--- src/rtl/perf_pkg.sv ---
// Shared constants and types for the performance-counter block.
package perf_pkg;

    localparam int unsigned CNT_W_DEF  = 19;
    localparam int unsigned FRAC_W_DEF = 8;

    localparam logic [CNT_W_DEF-1:0] SAT_MAX = {CNT_W_DEF{1'b1}};

    typedef enum logic [1:0] {
        ST_IDLE   = 2'd0,
        ST_COUNT  = 2'd1,
        ST_DIVIDE = 2'd2,
        ST_DONE   = 2'd3
    } state_e;

endpackage

--- src/rtl/perf_counters_if.sv ---
// Control/event inputs and counter/result outputs of perf_counters.
interface perf_counters_if #(
    parameter int unsigned CNT_W = perf_pkg::CNT_W_DEF
);
    logic             clear_i;
    logic             start_i;
    logic             halt_i;
    logic             stall_i;
    logic             arith_i;
    logic             mem_i;
    logic             retire_i;
    logic [CNT_W-1:0] stall_count_o;
    logic [CNT_W-1:0] arith_count_o;
    logic [CNT_W-1:0] mem_count_o;
    logic [CNT_W-1:0] cpi_o;
    logic             busy_o;
    logic             valid_o;

    modport master (
        output clear_i, start_i, halt_i, stall_i, arith_i, mem_i, retire_i,
        input  stall_count_o, arith_count_o, mem_count_o, cpi_o, busy_o, valid_o
    );

    modport slave (
        input  clear_i, start_i, halt_i, stall_i, arith_i, mem_i, retire_i,
        output stall_count_o, arith_count_o, mem_count_o, cpi_o, busy_o, valid_o
    );
endinterface

--- src/rtl/perf_div.sv ---
// Restoring unsigned divider, one quotient bit per cycle over DVD_W cycles.
module perf_div #(
    parameter int unsigned DVD_W = 27,
    parameter int unsigned DVS_W = 19,
    parameter int unsigned OUT_W = 19
) (
    input  logic             clk,
    input  logic             rst_n,
    input  logic             start_i,
    input  logic             abort_i,
    input  logic [DVD_W-1:0] dividend_i,
    input  logic [DVS_W-1:0] divisor_i,
    output logic             busy_o,
    output logic             done_c,
    output logic [OUT_W-1:0] quotient_o,
    output logic             ovf_c
);
    localparam int unsigned ITER_W = $clog2(DVD_W);
    localparam logic [ITER_W-1:0] LAST = ITER_W'(DVD_W - 1);

    logic [DVS_W-1:0]  rem_q, rem_d;
    logic [DVD_W-1:0]  quo_q, quo_d;
    logic [DVS_W-1:0]  dvs_q, dvs_d;
    logic [ITER_W-1:0] cnt_q, cnt_d;
    logic              busy_q, busy_d;
    logic [DVS_W:0]    trial;

    // Dividend shifts out of quo_q MSB-first while quotient bits shift in at the LSB.
    always_comb begin
        rem_d  = rem_q;
        quo_d  = quo_q;
        dvs_d  = dvs_q;
        cnt_d  = cnt_q;
        busy_d = busy_q;
        trial  = {rem_q, quo_q[DVD_W-1]};
        done_c = busy_q && (cnt_q == LAST);
        if (abort_i) begin
            busy_d = 1'b0;
        end else if (start_i) begin
            rem_d  = '0;
            quo_d  = dividend_i;
            dvs_d  = divisor_i;
            cnt_d  = '0;
            busy_d = 1'b1;
        end else if (busy_q) begin
            if (trial >= {1'b0, dvs_q}) begin
                rem_d = DVS_W'(trial - {1'b0, dvs_q});
                quo_d = {quo_q[DVD_W-2:0], 1'b1};
            end else begin
                rem_d = DVS_W'(trial);
                quo_d = {quo_q[DVD_W-2:0], 1'b0};
            end
            cnt_d = cnt_q + ITER_W'(1);
            if (done_c) begin
                busy_d = 1'b0;
            end
        end
    end

    always_ff @(posedge clk or negedge rst_n) begin
        if (!rst_n) begin
            rem_q  <= '0;
            quo_q  <= '0;
            dvs_q  <= '0;
            cnt_q  <= '0;
            busy_q <= 1'b0;
        end else begin
            rem_q  <= rem_d;
            quo_q  <= quo_d;
            dvs_q  <= dvs_d;
            cnt_q  <= cnt_d;
            busy_q <= busy_d;
        end
    end

    assign busy_o     = busy_q;
    assign quotient_o = quo_q[OUT_W-1:0];
    assign ovf_c      = |quo_q[DVD_W-1:OUT_W];

endmodule

--- src/rtl/perf_counters.sv ---
// Measurement-window event counters with a cycles-per-instruction result.
module perf_counters
    import perf_pkg::*;
#(
    parameter int unsigned CNT_W  = CNT_W_DEF,
    parameter int unsigned FRAC_W = FRAC_W_DEF
) (
    input logic           clkFPGA,
    input logic           rst,
    perf_counters_if.slave bus
);
    localparam int unsigned DVD_W = CNT_W + FRAC_W;
    localparam logic [CNT_W-1:0] CNT_MAX = {CNT_W{1'b1}};

    // Assert asynchronously, release two edges after rst rises.
    logic rst_meta_q, rst_sync_q;
    always_ff @(posedge clkFPGA or negedge rst) begin
        if (!rst) begin
            rst_meta_q <= 1'b0;
            rst_sync_q <= 1'b0;
        end else begin
            rst_meta_q <= 1'b1;
            rst_sync_q <= rst_meta_q;
        end
    end

    function automatic logic [CNT_W-1:0] sat_inc(input logic [CNT_W-1:0] v, input logic en);
        return (en && (v != CNT_MAX)) ? v + CNT_W'(1) : v;
    endfunction

    state_e           state_q, state_d;
    logic [CNT_W-1:0] cyc_q, cyc_d, inst_q, inst_d;
    logic [CNT_W-1:0] stall_q, stall_d, arith_q, arith_d, mem_q, mem_d, cpi_q, cpi_d;
    logic             busy_q, busy_d, valid_q, valid_d;
    logic             div_start_c, div_done_c, div_ovf_c, div_busy;
    logic [CNT_W-1:0] div_quot;

    always_comb begin
        state_d     = state_q;
        cyc_d       = cyc_q;
        inst_d      = inst_q;
        stall_d     = stall_q;
        arith_d     = arith_q;
        mem_d       = mem_q;
        cpi_d       = cpi_q;
        div_start_c = 1'b0;
        unique case (state_q)
            ST_IDLE: begin
                if (bus.start_i) begin
                    state_d = ST_COUNT;
                    {cyc_d, inst_d, stall_d, arith_d, mem_d} = '0;
                end
            end
            ST_COUNT: begin
                cyc_d   = sat_inc(cyc_q, 1'b1);
                inst_d  = sat_inc(inst_q, bus.retire_i);
                stall_d = sat_inc(stall_q, bus.stall_i);
                arith_d = sat_inc(arith_q, bus.arith_i);
                mem_d   = sat_inc(mem_q, bus.mem_i);
                if (bus.halt_i) begin
                    state_d     = ST_DIVIDE;
                    div_start_c = (inst_d != '0);
                end
            end
            ST_DIVIDE: begin
                if ((inst_q == '0) || (div_busy && div_done_c)) begin
                    state_d = ST_DONE;
                end
            end
            ST_DONE: begin
                // First DONE cycle latches the final quotient into the result.
                if (!valid_q) begin
                    cpi_d = ((inst_q == '0) || div_ovf_c) ? CNT_MAX : div_quot;
                end
                if (bus.start_i) begin
                    state_d = ST_COUNT;
                    {cyc_d, inst_d, stall_d, arith_d, mem_d} = '0;
                end
            end
            default: state_d = ST_IDLE;
        endcase
        if (bus.clear_i) begin
            state_d     = ST_IDLE;
            div_start_c = 1'b0;
            {cyc_d, inst_d, stall_d, arith_d, mem_d, cpi_d} = '0;
        end
        busy_d  = (state_d == ST_COUNT) || (state_d == ST_DIVIDE);
        valid_d = (state_q == ST_DONE) && (state_d == ST_DONE);
    end

    always_ff @(posedge clkFPGA or negedge rst_sync_q) begin
        if (!rst_sync_q) begin
            state_q <= ST_IDLE;
            cyc_q   <= '0;
            inst_q  <= '0;
            stall_q <= '0;
            arith_q <= '0;
            mem_q   <= '0;
            cpi_q   <= '0;
            busy_q  <= 1'b0;
            valid_q <= 1'b0;
        end else begin
            state_q <= state_d;
            cyc_q   <= cyc_d;
            inst_q  <= inst_d;
            stall_q <= stall_d;
            arith_q <= arith_d;
            mem_q   <= mem_d;
            cpi_q   <= cpi_d;
            busy_q  <= busy_d;
            valid_q <= valid_d;
        end
    end

    perf_div #(
        .DVD_W(DVD_W),
        .DVS_W(CNT_W),
        .OUT_W(CNT_W)
    ) u_div (
        .clk       (clkFPGA),
        .rst_n     (rst_sync_q),
        .start_i   (div_start_c),
        .abort_i   (bus.clear_i),
        .dividend_i({cyc_d, FRAC_W'(0)}),
        .divisor_i (inst_d),
        .busy_o    (div_busy),
        .done_c    (div_done_c),
        .quotient_o(div_quot),
        .ovf_c     (div_ovf_c)
    );

    assign bus.stall_count_o = stall_q;
    assign bus.arith_count_o = arith_q;
    assign bus.mem_count_o   = mem_q;
    assign bus.cpi_o         = cpi_q;
    assign bus.busy_o        = busy_q;
    assign bus.valid_o       = valid_q;

endmodule

--- src/flat_wrapper.sv ---
// flat-port wrapper written by rule: the top's interface ports become plain ports
module perf_counters_flat import perf_pkg::*;
#(
    parameter int unsigned CNT_W  = CNT_W_DEF,
    parameter int unsigned FRAC_W = FRAC_W_DEF
)
  (clkFPGA, rst, bus_clear_i, bus_start_i, bus_halt_i, bus_stall_i, bus_arith_i, bus_mem_i, bus_retire_i, bus_stall_count_o, bus_arith_count_o, bus_mem_count_o, bus_cpi_o, bus_busy_o, bus_valid_o);
  perf_counters_if #(.CNT_W(CNT_W)) bus_i ();
  input logic clkFPGA;
  input logic rst;
  input wire logic [$bits(bus_i.clear_i)-1:0] bus_clear_i;
  input wire logic [$bits(bus_i.start_i)-1:0] bus_start_i;
  input wire logic [$bits(bus_i.halt_i)-1:0] bus_halt_i;
  input wire logic [$bits(bus_i.stall_i)-1:0] bus_stall_i;
  input wire logic [$bits(bus_i.arith_i)-1:0] bus_arith_i;
  input wire logic [$bits(bus_i.mem_i)-1:0] bus_mem_i;
  input wire logic [$bits(bus_i.retire_i)-1:0] bus_retire_i;
  output wire logic [$bits(bus_i.stall_count_o)-1:0] bus_stall_count_o;
  output wire logic [$bits(bus_i.arith_count_o)-1:0] bus_arith_count_o;
  output wire logic [$bits(bus_i.mem_count_o)-1:0] bus_mem_count_o;
  output wire logic [$bits(bus_i.cpi_o)-1:0] bus_cpi_o;
  output wire logic [$bits(bus_i.busy_o)-1:0] bus_busy_o;
  output wire logic [$bits(bus_i.valid_o)-1:0] bus_valid_o;
  assign bus_i.clear_i = bus_clear_i;
  assign bus_i.start_i = bus_start_i;
  assign bus_i.halt_i = bus_halt_i;
  assign bus_i.stall_i = bus_stall_i;
  assign bus_i.arith_i = bus_arith_i;
  assign bus_i.mem_i = bus_mem_i;
  assign bus_i.retire_i = bus_retire_i;
  assign bus_stall_count_o = bus_i.stall_count_o;
  assign bus_arith_count_o = bus_i.arith_count_o;
  assign bus_mem_count_o = bus_i.mem_count_o;
  assign bus_cpi_o = bus_i.cpi_o;
  assign bus_busy_o = bus_i.busy_o;
  assign bus_valid_o = bus_i.valid_o;
  perf_counters #(.CNT_W(CNT_W), .FRAC_W(FRAC_W)) u_core (.clkFPGA(clkFPGA), .rst(rst), .bus(bus_i));
endmodule
--- config.mk ---
export PLATFORM = sky130hd
export DESIGN_NAME = perf_counters_flat
export DESIGN_NICKNAME = d
export VERILOG_FILES = /design/src/rtl/perf_pkg.sv /design/src/rtl/perf_counters_if.sv /design/src/rtl/perf_div.sv /design/src/rtl/perf_counters.sv /design/src/flat_wrapper.sv
export SDC_FILE = /design/constraint.sdc
export NUM_CORES = 1
export LEC_CHECK = 0
export CAP_MARGIN = 20
export CORE_ASPECT_RATIO = 0.6
export CORE_MARGIN = 5
export CORE_UTILIZATION = 59
export CTS_CLUSTER_DIAMETER = 50
export DETAILED_ROUTE_END_ITERATION = 8
export GPL_TIMING_DRIVEN = 0
export PLACE_DENSITY_LB_ADDON = 0.1
export SYNTH_ARGS = -nofsm -noshare
export SYNTH_HDL_FRONTEND = slang
export SYNTH_SLANG_ARGS = --single-unit
--- constraint.sdc ---
create_clock -name clkFPGA -period 7.6 [get_ports clkFPGA]
set_input_delay 2.28 -clock clkFPGA [delete_from_list [all_inputs] [get_ports clkFPGA]]
set_output_delay 2.28 -clock clkFPGA [all_outputs]
set_load 0.02 [all_outputs]
==> metrics.cfg <==
[worst_setup_path]
path_class = input port to register
slowest_stage = o311ai_4
endpoint_kind = register
cp-start-kind = input port
crit_required_ns = 7.92
endpoint = u_core.u_div.quo_q[10]
worstPathMaxFanout = 10
reg2regPathDepth = 12
cp_num_buf_inv = 3
cp_top_family = simple AND/OR/NAND/NOR gates
path_cells = clkdlybuf4s50_1 -> and4_1 -> clkbuf_1 -> or3_1 -> a221o_1 -> nor4b_1 -> nand4_2 -> o311ai_4 -> buf_2 -> a31oi_1
timing.rr.start = u_core.u_div.quo_q[26]
cp.arrival_ns = 5.66
cp_num_cells = 10
crit_path_max_incr_delay_ns = 0.53
reg2reg_slack_ns = 3.68
cp-startpoint = bus_retire_i
r2r_end = u_core.u_div.rem_q[4]

[place]
dp_hpwl_microns = 23180
gp_congestion = 0.9874
dp_slack_ns = 1.974
io_buffer_count = 86

[cts]
clockBufferDepth = 2
clk_pin_slew_ns = 0.07
cts_max_level = 4
cts_tree = yes
cts_post_setup_buffers_inserted = 0
clock_latency_ns = 0.45
clock-root-buffer = clkbuf_16
cts_buffers = 17
holdBufCountCts = 0
clock_sinks = 191
ctsResizeCount = 0

[detailed_routing]
first_iter_violations = 1046
wirelength_microns = 31650
vias = 10440
vias_per_cell = 6.250
drcViolationCount = 0
ant_nets = 0
wire_per_inst_microns = 18.94
drt_first_pass_iters = 5

[floorplanning]
rows = 39
core_area_sq_um = 18790
die-area_sq_um = 21870
ioPinCount = 87
die_width_microns = 187.6
chipHeight_microns = 116.6
start_util = 0.5944

[final_layout]
layout_commonest_cell = nand2_1
regArea_sq_um = 4783
final_layout_size_suffix_gt1_frac = 0.07158
area_delta_synth_final_pct = 16.15
nets = 1453
antenna_cells = 0
n_fill_cell = 1547
multi_input_area_sq_um = 5856
most-common-layout-cells = 196 x nand2_1, 190 x dfrtp_1, 146 x o21ai_0, 138 x nor2_1, 86 x clkdlybuf4s50_1

[global_routing]
use_met1 = 0.4530
grt.overflow.total = 0
grt.total_usage = 0.2906
grt_max_degree = 68
grt_pass1_wl_microns = 51030
gr-usage-met2 = 0.4059
grt.busiest_layer = met1
met3_usage = 0.07228
grt_pass1_vias = 9657
antenna_found_initial = 0

[power]
switchingPower_mw = 1.735
leakagePower_nw = 5.521
power.density_nw_per_um2 = 313.6
swShare = 0.4265
seqPwrFrac = 0.325
ir_drop_uv = 319.9
p_int_mw = 2.333
pwr-share-clk = 0.222
combPwrFrac = 0.454

[synthesis]
seq_area_frac_synth = 0.4280
synth_ff_type = dfrtp_1
synth_area_sq_um = 11170
synth-warning-count = 0
synth_seq_cells = 191
yosys.cell_types.count = 76
syn_inst = 1305
syn_avg_cell_area_sq_um = 8.557
syn-num-nets = 1346
async_flop_share = 1.000
synth-edff-count = 0

[sta]
fin_ws_ns = 2.260
fmax_mhz = 187.3
hold_viol_final = 0
fin_crit_sh = 0.7026
fin_hold_ws_ns = 0.3570
finClkSkew_ns = 0.01033
max-slew-margin-rel = 0.3976
min_period_ns = 5.340
rsz0062_at_grt = no
setup_viol = 0
slew_violations = 0
worst_pin_slew_ns = 0.8954

[outcome]
status = finished clean

[hold_path]
holdPathStages = 0
hp-class = register to register
hp-start = u_core.rst_meta_q

[run]
max_cap_violations = 0

==> cell usage after synthesis (all sizes together) (8+ instances only) <==
cell | number | share of area
a31oi | 43 | 0.024
o21ai | 152 | 0.069
xnor2 | 11 | 0.0086
dfrtp | 191 | 0.43
and4 | 12 | 0.0094
nand4 | 26 | 0.017
nor3 | 28 | 0.013
clkbuf | 52 | 0.017
nand2 | 196 | 0.066
mux2i | 17 | 0.015
or3 | 8 | 0.0045
nand2b | 12 | 0.0067
o21a | 14 | 0.0094
a211oi | 21 | 0.020
o31ai | 14 | 0.0094
nor4 | 14 | 0.0084
and2 | 10 | 0.0056
buf | 26 | 0.016
mux2 | 12 | 0.015
inv | 43 | 0.014
ha | 31 | 0.035
nor2b | 8 | 0.0045
a21oi | 65 | 0.030
and3 | 23 | 0.013
or4 | 12 | 0.0081
nor2 | 138 | 0.046
xor2 | 8 | 0.0063
a21o | 8 | 0.0054
nand3 | 42 | 0.019
==> kinds of logic after synthesis <==
group / after synthesis / share of synthesized area
adder cells (fa/ha/maj): 32 / 0.03653
multiplexers: 29 / 0.03036
other: 1 / 0.0003358
XOR/XNOR: 19 / 0.01490
AO/OA/AOI/OAI: 370 / 0.2120
buffers and inverters: 121 / 0.04762
flip-flops: 191 / 0.4280
AND/OR/NAND/NOR: 542 / 0.2303
==> power groups by stage <==
stage	Combinational, mW	Clock, mW	Sequential, mW
after detailed placement	1.80	0	1.33
final	1.85	0.901	1.32
after CTS	1.81	0.910	1.32
after global routing	2.02	0.954	1.34
after floorplan	1.31	0	1.33
after global placement	1.73	0	1.34
==> worst min path at each step <==
stage / to / slack [ns]
after floorplan: u_core.rst_sync_q / 0.33
after global placement: u_core.rst_sync_q / 0.34
after detailed placement: u_core.rst_sync_q / 0.34
after CTS: u_core.rst_sync_q / 0.36
after global routing: u_core.rst_sync_q / 0.37
final: u_core.rst_sync_q / 0.36
==> metrics by stage <==
| step | TNS [ns] | cells | utilization | power, mW | cell area, sq um |
|---|---|---|---|---|---|
| floorplan | 0 | 1305 | - | 2.641 | 11170 |
| finish | 0 | 1671 | 0.6904 | 4.067 | 12970 |
| CTS | 0 | 1671 | 0.6904 | 4.037 | 12970 |
| detailed placement | 0 | 1639 | 0.6597 | 3.129 | 12390 |
| global route | 0 | 1671 | 0.6904 | 4.315 | 12970 |
| global placement | -67.72 | 1637 | 0.6566 | 3.068 | 12340 |
==> layout make-up <==
| cell class | instances | area share |
|---|---|---|
| Clock buffer | 18 | 0.03386 |
| Timing Repair Buffer | 88 | 0.07062 |
| Buffer | 78 | 0.02855 |
| Multi-Input combinational cell | 993 | 0.4515 |
| Tap cell | 246 | 0.02373 |
| Clock inverter | 14 | 0.01052 |
| Sequential cell | 191 | 0.3688 |
| Inverter | 43 | 0.01244 |
==> routing by layer <==
| metal | vias to the layer above | routed length, microns |
|---|---|---|
| met3 | 40 | 2669 |
| met4 | 0 | 413 |
| met1 | 5070 | 15640 |
| met2 | 432 | 12930 |
| met5 | - | 0 |
| li1 | 4902 | - |
==> flip-flops by register name, summed over array words and instances, names as in the netlist, 2 cells and up <==
name / cells
u_core.u_div.rem_q: 19
u_core.bus.arith_count_o: 19
u_core.u_div.dvs_q: 19
u_core.bus.mem_count_o: 19
u_core.u_div.quo_q: 27
u_core.state_q: 2
u_core.bus.stall_count_o: 19
u_core.cyc_q: 19
u_core.u_div.cnt_q: 5
u_core.bus.cpi_o: 19
u_core.inst_q: 19
Note: power is estimated with default switching activity, not from simulation.
